**config.mk**
```make
export PLATFORM = sky130hd
export DESIGN_NAME = uart_fifo_n
export DESIGN_NICKNAME = d
export VERILOG_FILES = /design/src/rtl/uart_fifo_n.sv
export SDC_FILE = /design/constraint.sdc
export NUM_CORES = 1
export LEC_CHECK = 0
export BUFFER_PORTS_ARGS = -buffer_cell sky130_fd_sc_hd__buf_2
export CAP_MARGIN = 25
export CORE_MARGIN = 2
export CORE_UTILIZATION = 46
export DETAILED_ROUTE_END_ITERATION = 6
export PLACE_DENSITY = 0.68
export SYNTH_ARGS = -nofsm -noshare
export SYNTH_HDL_FRONTEND = slang
export SYNTH_HIERARCHICAL = 1
export SYNTH_SLANG_ARGS = --single-unit
export TNS_END_PERCENT = 1
```
**constraint.sdc**
```tcl
create_clock -name clk -period 4.5 [get_ports clk]
set_input_delay 0 -clock clk [delete_from_list [all_inputs] [get_ports clk]]
set_output_delay 0 -clock clk [all_outputs]
set_load 0.05 [all_outputs]
```
**src/rtl/uart_fifo_n.sv**
```systemverilog
// rtl/uart_fifo_n.sv - Full-duplex UART with TX/RX FIFOs, parity, stop bits, sticky RX errors; optional UART_LOOPBACK_EN adds a loopback port

// Synchronous FIFO, first-word-fall-through head, pointers one bit wider than the address
module uart_fifo_n_fifo #(
    parameter int width = 8,
    parameter int depth = 8
) (
    input  logic             clk,
    input  logic             rst_n,
    input  logic             push,
    input  logic [width-1:0] push_data,
    input  logic             pop,
    output logic [width-1:0] head,
    output logic             full,
    output logic             empty
);
    localparam int aw = $clog2(depth);

    logic [width-1:0] mem [depth];
    logic [aw:0]      wptr;
    logic [aw:0]      rptr;
    logic             push_ok;
    logic             pop_ok;

    assign empty   = (wptr == rptr);
    assign full    = (wptr[aw] != rptr[aw]) && (wptr[aw-1:0] == rptr[aw-1:0]);
    assign pop_ok  = pop && !empty;
    // A pop on the same edge frees the slot, so a full FIFO still accepts the push
    assign push_ok = push && (!full || pop_ok);
    assign head    = mem[rptr[aw-1:0]];

    // Storage array, written only on an accepted push
    always_ff @(posedge clk) begin
        if (push_ok) begin
            mem[wptr[aw-1:0]] <= push_data;
        end
    end

    // Read and write pointers
    always_ff @(posedge clk or negedge rst_n) begin
        if (!rst_n) begin
            wptr <= '0;
            rptr <= '0;
        end else begin
            if (push_ok) wptr <= wptr + {{aw{1'b0}}, 1'b1};
            if (pop_ok)  rptr <= rptr + {{aw{1'b0}}, 1'b1};
        end
    end
endmodule

module uart_fifo_n #(
    parameter int clk_reduction = 64,
    parameter int word_width    = 8,
    parameter int fifo_depth    = 8,
    parameter int stop_bits     = 1,
    parameter int parity_mode   = 0
) (
    input  logic                  clk,
    input  logic                  rst_n,
    input  logic                  write,
    input  logic [word_width-1:0] T_W,
    output logic                  T_full,
    output logic                  T_busy,
    input  logic                  read,
    output logic [word_width-1:0] R_W,
    output logic                  R_empty,
    output logic                  R_overrun,
    output logic                  R_frame_err,
    output logic                  R_parity_err,
    input  logic                  clear_err,
`ifdef UART_LOOPBACK_EN
    input  logic                  loopback,
`endif
    input  logic                  RX,
    output logic                  TX
);
    localparam int cw = $clog2(clk_reduction);

    typedef enum logic [2:0] {S_IDLE, S_START, S_DATA, S_PARITY, S_STOP} state_t;

    logic lb;
`ifdef UART_LOOPBACK_EN
    assign lb = loopback;
`else
    assign lb = 1'b0;
`endif

    // ---------------- TX path ----------------
    logic [word_width-1:0] tf_head;
    logic                  tf_full;
    logic                  tf_empty;
    logic                  tf_pop;

    uart_fifo_n_fifo #(.width(word_width), .depth(fifo_depth)) u_tx_fifo (
        .clk       (clk),
        .rst_n     (rst_n),
        .push      (write),
        .push_data (T_W),
        .pop       (tf_pop),
        .head      (tf_head),
        .full      (tf_full),
        .empty     (tf_empty)
    );

    state_t                tx_state;
    state_t                tx_state_nxt;
    logic [cw-1:0]         tx_cnt;
    logic [3:0]            tx_bit;
    logic [word_width-1:0] tx_shift;
    logic                  tx_par;
    logic                  tx_q;
    logic                  tx_line_nxt;
    logic                  tx_tick;

    assign tx_tick = (tx_cnt == cw'(clk_reduction - 1));

    // TX next-state: the word stays in the FIFO until the start bit has been sent
    always_comb begin
        tx_state_nxt = tx_state;
        case (tx_state)
            S_IDLE:   if (!tf_empty) tx_state_nxt = S_START;
            S_START:  if (tx_tick) tx_state_nxt = S_DATA;
            S_DATA:   if (tx_tick && tx_bit == 4'(word_width - 1))
                          tx_state_nxt = (parity_mode != 0) ? S_PARITY : S_STOP;
            S_PARITY: if (tx_tick) tx_state_nxt = S_STOP;
            S_STOP:   if (tx_tick && tx_bit == 4'(stop_bits - 1))
                          tx_state_nxt = tf_empty ? S_IDLE : S_START;
            default:  tx_state_nxt = S_IDLE;
        endcase
    end

    // TX outputs: pop at the end of the start bit, line level for the current state
    always_comb begin
        tf_pop      = (tx_state == S_START) && tx_tick;
        tx_line_nxt = 1'b1;
        case (tx_state)
            S_START:  tx_line_nxt = 1'b0;
            S_DATA:   tx_line_nxt = tx_shift[0];
            S_PARITY: tx_line_nxt = tx_par;
            default:  tx_line_nxt = 1'b1;
        endcase
    end

    // TX state register, bit divider, shift register and registered line
    always_ff @(posedge clk or negedge rst_n) begin
        if (!rst_n) begin
            tx_state <= S_IDLE;
            tx_cnt   <= '0;
            tx_bit   <= '0;
            tx_shift <= '0;
            tx_par   <= 1'b0;
            tx_q     <= 1'b1;
        end else begin
            tx_state <= tx_state_nxt;
            tx_q     <= tx_line_nxt;
            if (tx_state == S_IDLE || tx_tick) tx_cnt <= '0;
            else                               tx_cnt <= tx_cnt + 1'b1;
            if (tx_state_nxt != tx_state) tx_bit <= '0;
            else if (tx_tick)             tx_bit <= tx_bit + 4'd1;
            if (tf_pop) begin
                tx_shift <= tf_head;
                tx_par   <= (parity_mode == 2) ? ~^tf_head : ^tf_head;
            end else if (tx_state == S_DATA && tx_tick) begin
                tx_shift <= tx_shift >> 1;
            end
        end
    end

    assign TX     = lb ? 1'b1 : tx_q;
    assign T_full = tf_full;
    assign T_busy = (tx_state != S_IDLE) || !tf_empty;

    // ---------------- RX path ----------------
    logic                  rx_in;
    logic                  rx_meta;
    logic                  rx_sync;
    logic                  rx_prev;
    state_t                rx_state;
    state_t                rx_state_nxt;
    logic [cw-1:0]         rx_cnt;
    logic [3:0]            rx_bit;
    logic [word_width-1:0] rx_shift;
    logic                  rx_par;
    logic                  rx_tick;
    logic                  stop_sample;
    logic                  par_bad;
    logic                  set_frame;
    logic                  set_par;
    logic                  set_ovr;
    logic                  rf_push;
    logic [word_width-1:0] rf_head;
    logic                  rf_full;
    logic                  rf_empty;

    assign rx_in = lb ? tx_q : RX;

    // Two-flop synchroniser plus one delayed copy for falling-edge detection
    always_ff @(posedge clk or negedge rst_n) begin
        if (!rst_n) begin
            rx_meta <= 1'b1;
            rx_sync <= 1'b1;
            rx_prev <= 1'b1;
        end else begin
            rx_meta <= rx_in;
            rx_sync <= rx_meta;
            rx_prev <= rx_sync;
        end
    end

    // Start bit is sampled after half a bit, everything else after a full bit
    assign rx_tick = (rx_state == S_START) ? (rx_cnt == cw'(clk_reduction / 2 - 1))
                                           : (rx_cnt == cw'(clk_reduction - 1));

    // RX next-state: a high start sample is a glitch; the stop sample ends the frame at once
    always_comb begin
        rx_state_nxt = rx_state;
        case (rx_state)
            S_IDLE:   if (rx_prev && !rx_sync) rx_state_nxt = S_START;
            S_START:  if (rx_tick) rx_state_nxt = rx_sync ? S_IDLE : S_DATA;
            S_DATA:   if (rx_tick && rx_bit == 4'(word_width - 1))
                          rx_state_nxt = (parity_mode != 0) ? S_PARITY : S_STOP;
            S_PARITY: if (rx_tick) rx_state_nxt = S_STOP;
            S_STOP:   if (rx_tick) rx_state_nxt = S_IDLE;
            default:  rx_state_nxt = S_IDLE;
        endcase
    end

    // RX outputs: frame verdict at the stop sample
    always_comb begin
        stop_sample = (rx_state == S_STOP) && rx_tick;
        par_bad     = (parity_mode != 0) &&
                      (rx_par != ((parity_mode == 2) ? ~^rx_shift : ^rx_shift));
        set_frame   = stop_sample && !rx_sync;
        set_par     = stop_sample && rx_sync && par_bad;
        rf_push     = stop_sample && rx_sync && !par_bad && !rf_full;
        set_ovr     = stop_sample && rx_sync && !par_bad && rf_full;
    end

    // RX state register, divider and data/parity capture
    always_ff @(posedge clk or negedge rst_n) begin
        if (!rst_n) begin
            rx_state <= S_IDLE;
            rx_cnt   <= '0;
            rx_bit   <= '0;
            rx_shift <= '0;
            rx_par   <= 1'b0;
        end else begin
            rx_state <= rx_state_nxt;
            if (rx_state == S_IDLE || rx_tick) rx_cnt <= '0;
            else                               rx_cnt <= rx_cnt + 1'b1;
            if (rx_state_nxt != rx_state) rx_bit <= '0;
            else if (rx_tick)             rx_bit <= rx_bit + 4'd1;
            if (rx_state == S_DATA && rx_tick)   rx_shift <= {rx_sync, rx_shift[word_width-1:1]};
            if (rx_state == S_PARITY && rx_tick) rx_par   <= rx_sync;
        end
    end

    uart_fifo_n_fifo #(.width(word_width), .depth(fifo_depth)) u_rx_fifo (
        .clk       (clk),
        .rst_n     (rst_n),
        .push      (rf_push),
        .push_data (rx_shift),
        .pop       (read),
        .head      (rf_head),
        .full      (rf_full),
        .empty     (rf_empty)
    );

    // Sticky error flags; a new set beats a simultaneous clear
    always_ff @(posedge clk or negedge rst_n) begin
        if (!rst_n) begin
            R_overrun    <= 1'b0;
            R_frame_err  <= 1'b0;
            R_parity_err <= 1'b0;
        end else begin
            R_overrun    <= set_ovr   || (R_overrun    && !clear_err);
            R_frame_err  <= set_frame || (R_frame_err  && !clear_err);
            R_parity_err <= set_par   || (R_parity_err && !clear_err);
        end
    end

    assign R_empty = rf_empty;
    assign R_W     = rf_empty ? '0 : rf_head;
endmodule
```
==> reports/metrics.yaml, run 1 <==
clock_tree:
  cts_setup_buffers: 0
  clkSinkCount: 194
  htreeDepth: 4
  clock_latency_ps: 430
  clock_path_buffers: 2
  cts_buffers: 17
  clockRootBuffer: "clkbuf_16"
  cts_tree: "built"
  path_clk_slew_ps: 70
synth:
  ys.warnings.count: 6
  yosysSeqAreaShare: 0.633
  synthDistinctLibCells: 66
  yosys-top-cells-area: "edfxtp_1 44%, dfrtp_1 18%, mux4_2 4.9%"
  yosys-mux-area-fraction: 0.129
  synth_top_family_by_area: "multiplexers"
  synth_compound_area_frac: 0.0605
  synthSimpleGateAreaFrac: 0.0875
  synth-adder-area-share: 0.0130
  synthArstFlopShare: 0.340
  syn_area_mm2: 0.00869
  yosysTopAreaCellShare: 0.442
  avgSynthCellArea_um2: 15.2
  ys_seq_elements: 194
  yosys.area.top_type: "edfxtp_1"
  synth_xor_xnor_area_share: 0.0438
  synth_nets: 596
  ys.flop_type: "edfxtp_1"
  synth_enable_flop_cells: 128
  syn_inst: 573
floorplan:
  die_h_um: 141
  start_util: 0.466
  ios: 29
  die_x_um: 141
  dieArea_mm2: 0.0200
  coreArea_mm2: 0.0186
  rows: 50
critical_path:
  cp_cell_sequence: "xnor2_2 > nand3_2 > nor2_1 > nor4_1 > nand4_1 > nor2_1"
  start_kind: "register"
  rr_startpoint: "u_rx_fifo/rptr[1]$_DFFE_PN0P_"
  worst-path-buf-inv: 0
  critPathMaxFanout: 20
  r2r_cells: 6
  r2r_end: "u_rx_fifo/mem[7][0]$_DFFE_PP_"
  critPathArrivalTime_ps: 3400
  critPathSlowestCell: "dfrtp_1"
  reg2reg_setup_slack_ps: 1160
  critical-path-top-delay-family: "simple AND/OR/NAND/NOR gates"
  crit_path_frequent_cell: "nor2_1"
  cpPeakStageDelay_ps: 900
  endpoint_kind: "register"
  crit_type: "register to register"
  critPathRequiredTime_ps: 4560
placement:
  post-place-ws_ps: 1140
  routabilityCongestion: 0.767
  place_inst: 821
  hpwl_um: 9570
  post_dp_cell_area_mm2: 0.00907
  port_buffers: 28
grt:
  antenna_found_initial: 0
  grt_pass1_wl_um: 24100
  gr-total-overflow: 0
  track_usage: 0.154
  grt_pass1_vias: 4771
  grt_max_degree: 67
detailed_routing:
  routedWlPerCell_um: 16.7
  routed_wl_um: 14500
  drtPass1Iterations: 4
  drt_iter0_drc: 218
  ant_nets: 0
  vias: 4712
  drcViolationCount: 0
  vias_per_cell: 5.44
sta:
  tns_ps: 0
  period_share: 0.743
  min_period_ps: 3340
  fmax_mhz: 299
  hold_violations: 0
  clock_skew_ps: 8.54
  finalSetupViolCount: 0
  rsz0062_at_grt: "false"
  drv_slew: 0
  max_slew_margin: 0.376
  worstMarginPinSlew_ps: 936
  hold_slack_ps: 225
  postLayoutSetupSlackWorst_ps: 1160
cells_and_area:
  drive_above_1_share: 0.223
  area_growth_pct: 12.5
  final_area_mm2: 0.00978
  antenna_cells: 0
  fill_cells: 1512
  post_layout_nonfiller_instances: 866
  nets: 642
outcome:
  outcome: "finished, final reports clean"
flow_run:
  maxCapViolations: 0
worst_hold_path:
  hp-class: "primary input to register"
  holdPathStages: 2
  worstHoldStart: "RX"
  min_to: "rx_meta$_DFF_PN1_"
power:
  p_leak_nw: 3.73
  powerDensity_mw_per_mm2: 506
  irDropWorstVdd_mv: 0.296
[cell usage in the layout (no fill, tap or decap), drive strengths merged, types with 13 or more instances in the layout]
cell / n
nor2: 49
edfxtp: 128
dfrtp: 62
xnor2: 31
mux4: 32
nor3: 13
mux2: 28
inv: 25
clkbuf: 18
dlygate4sd3: 13
nand2: 29
buf: 45
[worst register-to-register path, cell delays in order (launching register included)]
cell     delay (ps)
dfrtp_1         900
xnor2_2         160
nand3_2         210
nor2_1           80
nor4_1          700
nand4_1         270
nor2_1          650
[worst max-delay path by stage]
| stage | startpoint | to | depth (start not counted) |
|---|---|---|---|
| after floorplan | rx_state[2]$_DFF_PN0_ | u_rx_fifo/mem[5][0]$_DFFE_PP_ | 7 |
| after global placement | u_rx_fifo/rptr[1]$_DFFE_PN0P_ | u_rx_fifo/mem[7][2]$_DFFE_PP_ | 6 |
| after detailed placement | u_rx_fifo/rptr[1]$_DFFE_PN0P_ | u_rx_fifo/mem[7][3]$_DFFE_PP_ | 6 |
| after CTS | u_rx_fifo/rptr[1]$_DFFE_PN0P_ | u_rx_fifo/mem[7][0]$_DFFE_PP_ | 6 |
| after global routing | u_rx_fifo/rptr[1]$_DFFE_PN0P_ | u_rx_fifo/mem[7][7]$_DFFE_PP_ | 6 |
| final | u_rx_fifo/rptr[1]$_DFFE_PN0P_ | u_rx_fifo/mem[7][0]$_DFFE_PP_ | 6 |
[per-layer routing]
| layer | GRT usage | vias to the layer above | part of all wire |
|---|---|---|---|
| met5 | 0 | - | 0 |
| met4 | 0.0484 | 0 | 0.012 |
| met3 | 0.0351 | 15 | 0.029 |
| met2 | 0.258 | 64 | 0.50 |
| met1 | 0.202 | 2372 | 0.46 |
| li1 | - | 2261 | - |
[flip-flops by register name, summed over array words and instances, names as in the netlist, 6 cells and up]
register and cells:
u_tx_fifo/mem 64, u_rx_fifo/mem 64, rx_shift 8, tx_cnt 6, tx_shift 8, rx_cnt 6
[synthesized netlist by cell type, drive strengths merged (4+ instances only)]
master    n
a21oi     9
a22o      9
a31oi    11
buf      22
clkbuf    9
dfrtp    62
dfstp     4
edfxtp  128
ha        9
inv      21
mux2     28
mux4     32
nand2    29
nand3    12
nand4     7
nor2     49
nor2b    12
nor3     13
nor4      6
o21ai    12
o22ai     7
o311ai    6
o31ai     4
xnor2    31
xor2      9
[report_power, final]
part | leakage, nW | total (mW) | internal [mW] | switching, mW
Combinational | 1.35 | 1.19 | 0.530 | 0.659
Sequential | 2.11 | 2.30 | 2.09 | 0.212
Clock | 0.275 | 1.46 | 0.780 | 0.675
[cell type report]
class / instances / area [µm²] / area share
sequential: 194 / 5500 / 0.563
clock inverter: 14 / 149 / 0.0152
multi-input combinational: 326 / 2900 / 0.297
timing repair buffer: 58 / 418 / 0.0427
tap: 234 / 293 / 0.0300
inverter: 22 / 82.6 / 0.00845
clock buffer: 18 / 429 / 0.0439
[cell families (layout without fill, tap and decap cells)]
logic type                 Yosys count  in the layout
and+or+nand+nor                    148            148
buffers and inverters               53            112
muxes                               61             61
DFF                                194            194
adders and majority gates            9              9
AOI/OAI and AO/OA                   68             68
xor gates and xnor gates            40             40
[what timing repair did]
item | CTS | global route
endpoints found under the hold margin | 136 | 0
hold buffers | 13 | 0
setup endpoints to repair | 0 | 0
resized for setup | 0 | 0
[per-stage QoR]
stage / total power [mW] / util
6_report: 4.94 / 0.524
5_1_grt: 5.20 / 0.524
4_1_cts: 5.00 / 0.524
3_5_place_dp: 3.53 / 0.486
3_3_place_gp: 3.47 / 0.485
2_1_floorplan: 3.31 / -
Power figures use the tool's default switching activity.
==> run 2, diff against run 1 <==
clock period = 3.1 ns   (was 4.5 ns; I/O delays follow)
==> run 2 against run 1 <==
Effect of this change: cell area increased by 0.77%; register-to-register slack got worse by 540 ps; total power increased by 45%; core utilization increased by 0.40 points; flip-flop and latch count unchanged; first-iteration DRC count increased by 6.9%; critical path depth unchanged; combinational power increased by 57%; count of clock-buffer cells in the layout decreased by 1; clock skew increased by 2.8 ps; routed wire length increased by 5.7%; worst setup slack got worse by 590 ps; largest power group unchanged.
==> reports/metrics.yaml, run 2 (same netlist as run 1, synthesis figures left out) <==
outcome:
  outcome: "finished, final reports clean"
cells_and_area:
  antenna_cells: 0
  final_common_cell: "edfxtp_1"
  drive_above_1_share: 0.240
  nets: 655
  fin_util: 0.528
  area_growth_pct: 13.3
  fill_cells: 1515
  final_cell_mix: "128 x edfxtp_1, 62 x dfrtp_1, 48 x nor2_1, 29 x nand2_1"
  post_layout_nonfiller_instances: 879
power:
  p_seq_frac: 0.453
  power_frac_comb: 0.261
  p_sw_mw: 2.30
  swShare: 0.320
  internal_power_mw: 4.88
  p_leak_nw: 3.80
  irDropWorstVdd_mv: 0.701
  powerDensity_mw_per_mm2: 729
  p_total_mw: 7.18
  p_clk_frac: 0.286
critical_path:
  critical-path-top-delay-family: "flip-flops"
  endpoint_kind: "primary output"
  cp.depth: 6
  critPathRequiredTime_ps: 3100
  r2r_end: "u_rx_fifo/mem[5][3]$_DFFE_PP_"
  worst-path-buf-inv: 2
  reg2reg_setup_slack_ps: 620
  start_kind: "register"
  crit_type: "register to primary output"
  critPathMaxFanout: 20
  critPathSlowestCell: "dfrtp_1"
  rr_startpoint: "rx_state[0]$_DFF_PN0_"
  cp_cell_sequence: "xnor2_1 > nand3_2 > buf_4 > nor2_1 > nand2_1 > buf_2"
  crit_end: "T_busy"
  setup.worst_path.start: "u_tx_fifo/rptr[1]$_DFFE_PN0P_"
  cpPeakStageDelay_ps: 850
  critPathArrivalTime_ps: 2530
  r2r_cells: 8
sta:
  clock_skew_ps: 11.3
  hold_slack_ps: 217
  worstMarginPinSlew_ps: 813
  min_period_ps: 2530
  max_slew_margin: 0.456
  fmax_mhz: 395
  drv_slew: 0
  rsz0062_at_grt: "false"
  tns_ps: 0
  period_share: 0.816
  hold_violations: 0
  finalSetupViolCount: 0
clock_tree:
  clock_latency_ps: 430
  cts_buffers: 17
  clockRootBuffer: "clkbuf_16"
  htreeDepth: 4
  cts_setup_buffers: 0
  ctsResizeCount: 0
  cts_tree: "built"
  path_clk_slew_ps: 70
  clkSinkCount: 194
  clock_path_buffers: 2
grt:
  grt_pass1_vias: 4846
  antenna_found_initial: 0
  track_usage: 0.161
  grt_max_degree: 46
  grt_pass1_wl_um: 24800
  gr-total-overflow: 0
placement:
  port_buffers: 28
  hpwl_um: 9950
  routabilityCongestion: 0.770
  place_inst: 832
detailed_routing:
  routed_wl_um: 15300
  drtPass1Iterations: 4
  drcViolationCount: 0
  vias: 4834
  ant_nets: 0
  vias_per_cell: 5.50
  routedWlPerCell_um: 17.4
  drt_iter0_drc: 233
worst_hold_path:
  hp-class: "primary input to register"
flow_run:
  maxCapViolations: 0
floorplan:
  dieArea_mm2: 0.0200
  die_x_um: 141
  start_util: 0.466
  coreArea_mm2: 0.0186
  ios: 29
  die_h_um: 141
  rows: 50
run 2: changes by cell type in the layout (fill, tap and decap cells not counted), sizes merged:
cell	previous run	this run
bufinv	1	0
buf	45	57
dlygate4sd3	13	14
clkinv	8	10
inv	25	27
clkbuf	18	17
clkinvlp	2	0
run 2: metrics by stage:
step / setup slack, ps / instance area [µm²]
finish: 571 / 9850
global route: 335 / 9850
CTS: 505 / 9820
detailed placement: 653 / 9140
global placement: 683 / 9140
floorplan: -40.6 / 8700
run 2: area by class of cell:
| cell class | instances | area [µm²] | area share |
|---|---|---|---|
| timing repair buffer | 71 | 510 | 0.0518 |
| multi-input combinational | 326 | 2910 | 0.295 |
| clock inverter | 15 | 129 | 0.0131 |
| sequential | 194 | 5500 | 0.558 |
| tap | 234 | 293 | 0.0297 |
| clock buffer | 17 | 425 | 0.0432 |
| inverter | 22 | 82.6 | 0.00838 |
run 2: what timing repair did:
action,in CTS,in global routing
hold buffers,13,1
endpoints found under the setup margin,0,0
hold endpoints to repair,113,4
run 2: worst min-delay path by stage:
stage                      from                    end  depth (start not counted)
after floorplan           rst_n  R_frame_err$_DFF_PN0_                          0
after global placement       RX      rx_meta$_DFF_PN1_                          1
after detailed placement     RX      rx_meta$_DFF_PN1_                          1
after CTS                    RX      rx_meta$_DFF_PN1_                          2
after global routing         RX      rx_meta$_DFF_PN1_                          2
final                        RX      rx_meta$_DFF_PN1_                          2
run 2: per-layer routing:
metal / GRT usage / part of all wire / wire length, µm
met5: 0 / 0 / 0
met4: 0.0453 / 0.012 / 183
met3: 0.0462 / 0.027 / 421
met2: 0.276 / 0.52 / 7900
met1: 0.202 / 0.45 / 6820
run 2: power by group through the flow:
stage | registers, mW | clock network (mW) | logic [mW]
2_1_floorplan | 3.20 | 0 | 1.59
3_3_place_gp | 3.28 | 0 | 1.82
3_5_place_dp | 3.30 | 0 | 1.88
4_1_cts | 3.25 | 2.11 | 1.90
5_1_grt | 3.28 | 2.22 | 2.03
6_report | 3.25 | 2.06 | 1.87
